**src/rtl/mem_arbiter.sv**
```systemverilog
// rtl/mem_arbiter.sv - shares one RAM port between instruction fetch and data access
// Optional fetch starvation guard enabled by defining ARB_STARVE_GUARD_EN.
module mem_arbiter #(
    parameter int unsigned STARVE_LIMIT = 4,
    parameter int unsigned TIMEOUT      = 255
) (
    input  logic        CLK,
    input  logic        RST,
    input  logic        iREN,
    input  logic [31:0] iaddr,
    output logic [31:0] iload,
    output logic        ihit,
    input  logic        dREN,
    input  logic        dWEN,
    input  logic [31:0] daddr,
    input  logic [31:0] dstore,
    output logic [31:0] dload,
    output logic        dhit,
    output logic        ramREN,
    output logic        ramWEN,
    output logic [31:0] ramaddr,
    output logic [31:0] ramstore,
    input  logic [31:0] ramload,
    input  logic        ramready,
    output logic        err
);

    typedef enum logic [2:0] {
        S_IDLE,
        S_IACC,
        S_DACC,
        S_IRESP,
        S_DRESP
    } state_t;

    localparam logic [9:0] WAIT_LAST = 10'(TIMEOUT - 1);

    state_t      state_q;
    logic        ram_ren_q;
    logic        ram_wen_q;
    logic [31:0] ram_addr_q;
    logic [31:0] ram_store_q;
    logic [31:0] resp_q;
    logic        ihit_q;
    logic        dhit_q;
    logic        err_q;
    logic [9:0]  wait_q;
    logic        d_req;
    logic        starve_trip;
    logic        grant_d;

    assign d_req = dREN | dWEN;

`ifdef ARB_STARVE_GUARD_EN
    localparam logic [3:0] STARVE_MAX = 4'(STARVE_LIMIT);

    logic [3:0] starve_q;

    // Once data has won STARVE_LIMIT times over a waiting fetch, the fetch gets one turn.
    assign starve_trip = iREN && (starve_q == STARVE_MAX);

    always_ff @(posedge CLK) begin
        if (RST) begin
            starve_q <= 4'd0;
        end else if (state_q == S_IDLE) begin
            starve_q <= (iREN && grant_d) ? starve_q + 4'd1 : 4'd0;
        end
    end
`else
    assign starve_trip = 1'b0;
`endif

    assign grant_d = d_req && !starve_trip;

    always_ff @(posedge CLK) begin
        if (RST) begin
            state_q     <= S_IDLE;
            ram_ren_q   <= 1'b0;
            ram_wen_q   <= 1'b0;
            ram_addr_q  <= 32'd0;
            ram_store_q <= 32'd0;
            resp_q      <= 32'd0;
            ihit_q      <= 1'b0;
            dhit_q      <= 1'b0;
            err_q       <= 1'b0;
            wait_q      <= 10'd0;
        end else begin
            ihit_q <= 1'b0;
            dhit_q <= 1'b0;
            case (state_q)
                S_IDLE: begin
                    wait_q <= 10'd0;
                    if (grant_d) begin
                        state_q     <= S_DACC;
                        ram_addr_q  <= daddr;
                        ram_wen_q   <= dWEN;
                        ram_ren_q   <= dREN & ~dWEN;
                        ram_store_q <= dstore;
                    end else if (iREN) begin
                        state_q     <= S_IACC;
                        ram_addr_q  <= iaddr;
                        ram_ren_q   <= 1'b1;
                        ram_wen_q   <= 1'b0;
                        ram_store_q <= 32'd0;
                    end
                end
                S_IACC, S_DACC: begin
                    if (ramready) begin
                        resp_q      <= ramload;
                        ihit_q      <= (state_q == S_IACC);
                        dhit_q      <= (state_q == S_DACC);
                        state_q     <= (state_q == S_IACC) ? S_IRESP : S_DRESP;
                        ram_ren_q   <= 1'b0;
                        ram_wen_q   <= 1'b0;
                        ram_addr_q  <= 32'd0;
                        ram_store_q <= 32'd0;
                    end else if (wait_q == WAIT_LAST) begin
                        // Abort without a hit; the requester is still holding its request and retries.
                        err_q       <= 1'b1;
                        state_q     <= S_IDLE;
                        ram_ren_q   <= 1'b0;
                        ram_wen_q   <= 1'b0;
                        ram_addr_q  <= 32'd0;
                        ram_store_q <= 32'd0;
                    end else begin
                        wait_q <= wait_q + 10'd1;
                    end
                end
                S_IRESP, S_DRESP: begin
                    state_q <= S_IDLE;
                end
                default: begin
                    state_q <= S_IDLE;
                end
            endcase
        end
    end

    assign ramREN   = ram_ren_q;
    assign ramWEN   = ram_wen_q;
    assign ramaddr  = ram_addr_q;
    assign ramstore = ram_store_q;
    assign iload    = resp_q;
    assign dload    = resp_q;
    assign ihit     = ihit_q;
    assign dhit     = dhit_q;
    assign err      = err_q;

endmodule

```
**config.mk**
```make
export PLATFORM = sky130hd
export DESIGN_NAME = mem_arbiter
export DESIGN_NICKNAME = d
export VERILOG_FILES = /design/src/rtl/mem_arbiter.sv
export SDC_FILE = /design/constraint.sdc
export NUM_CORES = 1
export LEC_CHECK = 0
export CAP_MARGIN = 20
export CORE_UTILIZATION = 40
export CTS_CLUSTER_SIZE = 20
export DETAILED_ROUTE_END_ITERATION = 10
export PLACE_DENSITY = 0.81
export SYNTH_ARGS = -nofsm -noshare
export SYNTH_HDL_FRONTEND = slang
export SYNTH_SLANG_ARGS = --single-unit
```
**constraint.sdc**
```tcl
create_clock -name CLK -period 2.1 [get_ports CLK]
set_input_delay 0.42 -clock CLK [delete_from_list [all_inputs] [get_ports CLK]]
set_output_delay 0.42 -clock CLK [all_outputs]
set_load 0.02 [all_outputs]
```
After elaboration in Yosys (flattened, before gate mapping)
Cells that the tools add are included.
{"block": "op_classes", "n_addsub": 1, "n_eq_ne": 7, "muxes": 25, "bitwise": 5, "n_reduce_logical": 9}
{"operator": "$mux 32", "n": 6}
{"operator": "$pmux 32 s2", "n": 2}
{"operator": "$mux 10", "n": 2}
{"operator": "$pmux 10 s2", "n": 1}
{"operator": "$mux 3", "n": 5}
{"operator": "$add 10x1->10 const B", "n": 1}
{"operator": "$eq 10x8->1 const B", "n": 1}
{"operator": "$reduce_and 3->1", "n": 3}
{"operator": "$mux 1", "n": 6}
{"operator": "$ne 3x3->1 const B", "n": 2}
{"operator": "$pmux 3 s2", "n": 1}
{"operator": "$ne 2x2->1 const B", "n": 2}
{"operator": "$pmux 1 s2", "n": 2}
{"operator": "$reduce_and 2->1", "n": 2}
{"operator": "$eq 3x1->1 const B", "n": 1}
{"operator": "$eq 3x2->1 const B", "n": 1}
{"operator": "$logic_not 3->1", "n": 1}
{"operator": "$not 1->1", "n": 3}
{"operator": "$reduce_or 3->1", "n": 1}
{"operator": "$reduce_bool 2->1", "n": 1}
{"operator": "$reduce_or 2->1", "n": 1}
{"operator": "$and 1x1->1", "n": 1}
{"operator": "$or 1x1->1", "n": 1}
{"block": "word_totals", "regBits": 114, "inputBits": 134, "out_inout_bits": 133, "elab_cells": 57}

Depth between registers and ports, before layout
{"block": "depth", "ltp_word": 4, "ltp_mapped": 9, "mapped_depth_nobuf": 6}

Worst setup path before layout
Ideal clock, no wire load.
{"block": "synth_path", "kind": "register to register", "start": "reg wait_q[0]", "end": "reg ram_store_q[0] (netlist: ramstore[0])", "setup_time_ps": 72, "t_arrival_ps": 1725, "required_ps": 2028, "setup_slack_ps": 303, "path_stages_with_launch": 10, "n_path_buf": 3, "period_less_slack_ps": 1797, "cell_sequence": "dfxtp_1 -> inv_1 -> ha_1 -> inv_1 -> or3_1 -> buf_2 -> a21oi_4 -> buf_6 -> buf_8 -> mux2i_1"}
{"block": "synth_between", "elab_chain_cells": 3}
{"item": "from (decl)", "line_no": "47", "source": "logic [9:0] wait_q;"}
{"item": "from (signal assigned)", "line_no": "126", "source": "wait_q <= wait_q + 10'd1;"}
{"item": "$eq 10x8->1", "line_no": "117", "source": "end else if (wait_q == WAIT_LAST) begin"}
{"item": "$ne 3x3->1 (no source line)"}
{"item": "$reduce_and 3->1 (no source line)"}
{"item": "to (signal assigned)", "line_no": "98", "source": "ram_store_q <= dstore;"}
{"item": "to (decl)", "line_no": "42", "source": "logic [31:0] ram_store_q;"}
Every way passes these cells.
A chain may end at the register's enable or synchronous reset.

Final worst setup path
{"block": "layout_path", "start": "reg wait_q[0]", "end": "reg ram_store_q[1] (netlist: ramstore[1])"}
The elaborated chain is that of the path after synthesis.

==> results.py <==
metrics = {
    "critical_path": {
        "start_kind": "flip-flop",
        "end_kind": "flip-flop",
        "crit_family": "simple AND/OR/NAND/NOR gates",
        "critPathMostFrequentCell": "inv_1",
        "cp_slowest_cell": "or3_1",
        "cp_max_fo": 36,
        "path_cells": "inv_1 > ha_1 > inv_1 > or3_1 > a21oi_4 > buf_12 > mux2i_1",
        "arrival_ns": 2.28,
        "critPathKind": "reg -> reg",
        "crit_required_ns": 2.43,
        "worstPathBufferInverterCount": 3,
        "crit_path_max_incr_delay_ns": 0.44,
    },
    "floorplan": {
        "die_w_microns": 115,
        "pin_count": 267,
        "core_area_sq_um": 12200,
        "rows": 40,
        "dieArea_sq_um": 13200,
        "fp.dieH_microns": 115,
        "start_util": 0.417,
    },
    "run": {
        "maxCapViolCount": 0,
    },
    "clock_network": {
        "cts_setup_buffers": 0,
        "cts.path.max_buffers": 2,
        "clock_sinks": 114,
        "cts_tree": "yes",
        "cts_max_level": 4,
        "cts-resized-gates": 0,
        "clk_pin_slew_worst_paths_ns": 0.05,
        "cts_root_buf": "clkbuf_16",
        "cts_made_buffers": 17,
        "insertion_delay_ns": 0.41,
        "hold_buffers": 0,
    },
    "sta": {
        "grt_setup_unrepaired": "no",
        "fmax_mhz": 513,
        "worstMarginPinSlew_ns": 0.700,
        "fin_crit_sh": 0.929,
        "slew_headroom": 0.529,
        "hold_viol_final": 0,
        "final.setup_skew_ns": 0.00762,
        "worst_slack_ns": 0.149,
        "slew_viol_final": 0,
        "setup_viol": 0,
        "min_period_ns": 1.95,
        "whs_ns": 0.393,
    },
    "synthesis": {
        "synth_area_leaders": "dfxtp_1 45%, mux2i_1 13%, nand2_1 7.7%",
        "post_synth.cell_area_avg_sq_um": 8.95,
        "ys_types": 42,
        "synth_top_area_share": 0.448,
        "yosys_warnings": 0,
        "netlist_area_sq_um": 5090,
        "yosysTopAreaCell": "dfxtp_1",
        "yosysSeqAreaShare": 0.448,
        "syn_inst": 569,
        "synth_seq_cells": 114,
        "synth_fp_nets": 705,
    },
    "placement": {
        "dp_slack_ns": -0.0769,
        "post-dp-hpwl_mm": 10.9,
        "gp_congestion": 0.829,
        "io_buffers": 266,
        "place_area_sq_um": 7750,
        "dp_cells": 946,
    },
    "cells_and_area": {
        "final_common_cell": "clkdlybuf4s50_1",
        "fillers": 972,
        "final_cells": 976,
        "n_antenna_cell": 0,
        "final_nets": 933,
        "final_cell_mix": "265 x clkdlybuf4s50_1, 114 x dfxtp_1, 104 x nand2_1",
        "final_util": 0.684,
        "regArea_sq_um": 2280,
        "drive_gt1_frac": 0.0644,
        "multi_input_area_sq_um": 2220,
        "finalInstanceArea_sq_um": 8350,
        "area_growth_syn_to_layout_pct": 63.9,
    },
    "global_route": {
        "grt_pass1_wl_mm": 23.2,
        "grt-ovfl-total": 0,
        "grt_max_degree": 55,
        "grtUsageTotal": 0.228,
        "antenna_found_initial": 0,
        "grt_pass1_vias": 4855,
    },
    "detailed_routing": {
        "dr.pass1.iters": 4,
        "via_per_inst": 4.97,
        "drc": 0,
        "antenna_left": 0,
        "num_vias": 4850,
        "wl_per_cell_microns": 15.4,
        "drt-initial-drc-count": 223,
        "wl_mm": 15.0,
    },
    "power": {
        "leakage_nw": 3.13,
        "power.density_nw_per_um2": 842,
        "vdd_drop_max_v": 0.000500,
    },
    "min_path": {
        "min_path_type": "in -> reg",
    },
    "status": {
        "outcome": "complete, no violations",
    },
}
[layer usage]
| metal | up-vias | GRT usage | share of wire |
|---|---|---|---|
| li1 | 2369 | - | - |
| met5 | - | 0 | 0 |
| met1 | 2233 | 0.228 | 0.38 |
| met3 | 28 | 0.0780 | 0.083 |
| met4 | 0 | 0.109 | 0.023 |
| met2 | 220 | 0.423 | 0.51 |
[power breakdown]
group,internal (mW),switching [mW]
registers,2.35,0.123
logic,0.854,0.810
clock network,1.97,0.919
total,5.18,1.85
[worst reg2reg max path, cell delays in order (launching register included)]
cell and delay, ns:
dfxtp_1 0.35, inv_1 0.10, ha_1 0.14, inv_1 0.07, or3_1 0.44, a21oi_4 0.25, buf_12 0.27, mux2i_1 0.26
[cells by family (layout without fill, tap and decap cells)]
family	count (synthesis)	in the layout	synth area share
XOR/XNOR	1	1	0.00172
buffers and inverters	114	353	0.119
flip-flops	114	114	0.448
adder cells (fa/ha/maj)	2	2	0.00491
multiplexers	67	67	0.132
AO/OA/AOI/OAI	90	90	0.124
AND/OR/NAND/NOR	181	181	0.170
[path summary, 6_finish.rpt]
| path | start | to | slack, ns | depth (start not counted) |
|---|---|---|---|---|
| hold reg to reg | dload[10]$_SDFFE_PP0P_ | dload[10]$_SDFFE_PP0P_ | 0.47 | 2 |
| hold / removal | RST | state_q[1]$_SDFFE_PP0P_ | 0.39 | 2 |
| setup / recovery | wait_q[0]$_SDFFE_PP0P_ | ramstore[1]$_SDFFE_PP0P_ | 0.15 | 7 |
| setup reg to reg | wait_q[0]$_SDFFE_PP0P_ | ramstore[1]$_SDFFE_PP0P_ | 0.15 | 7 |
[cells in the mapped netlist (all sizes together)]
| cell | n |
|---|---|
| a21oi | 39 |
| o211ai | 2 |
| and2 | 1 |
| nand4bb | 1 |
| o21a | 1 |
| nor4 | 6 |
| xor2 | 1 |
| buf | 49 |
| or4 | 2 |
| nand2b | 33 |
| a221o | 1 |
| inv | 40 |
| clkbuf | 25 |
| and4 | 1 |
| nand3 | 5 |
| nor3 | 9 |
| o21ai | 3 |
| dfxtp | 114 |
| o31ai | 2 |
| o221a | 1 |
| o2bb2ai | 1 |
| o32ai | 34 |
| and3 | 1 |
| a21boi | 2 |
| ha | 2 |
| a31oi | 2 |
| nand4 | 4 |
| a2111oi | 1 |
| mux2i | 66 |
| a211oi | 1 |
| nand2 | 104 |
| mux2 | 1 |
| nor2 | 6 |
| or3 | 8 |
[flip-flops by register name (all words and copies together), names as in the netlist]
register and flops:
ramREN 1, state_q 3, dhit 1, ramstore 32, ramaddr 32, err 1, ihit 1, ramWEN 1
dload 32, wait_q 10
[metrics by stage]
| step | power, mW | setup TNS, ns |
|---|---|---|
| floorplan | 3.37 | 0 |
| global placement | 4.14 | -0.000833 |
| detailed placement | 4.18 | -0.889 |
| CTS | 7.09 | 0 |
| global route | 7.31 | 0 |
| finish | 7.03 | 0 |
[area by class of cell]
type / instances / area share
Clock buffer: 25 / 0.0593
Clock inverter: 5 / 0.0120
Inverter: 40 / 0.0180
Multi-Input combinational cell: 341 / 0.266
Sequential cell: 114 / 0.273
Tap cell: 168 / 0.0252
Timing Repair Buffer: 283 / 0.346
(Power assumes the default switching activity.)
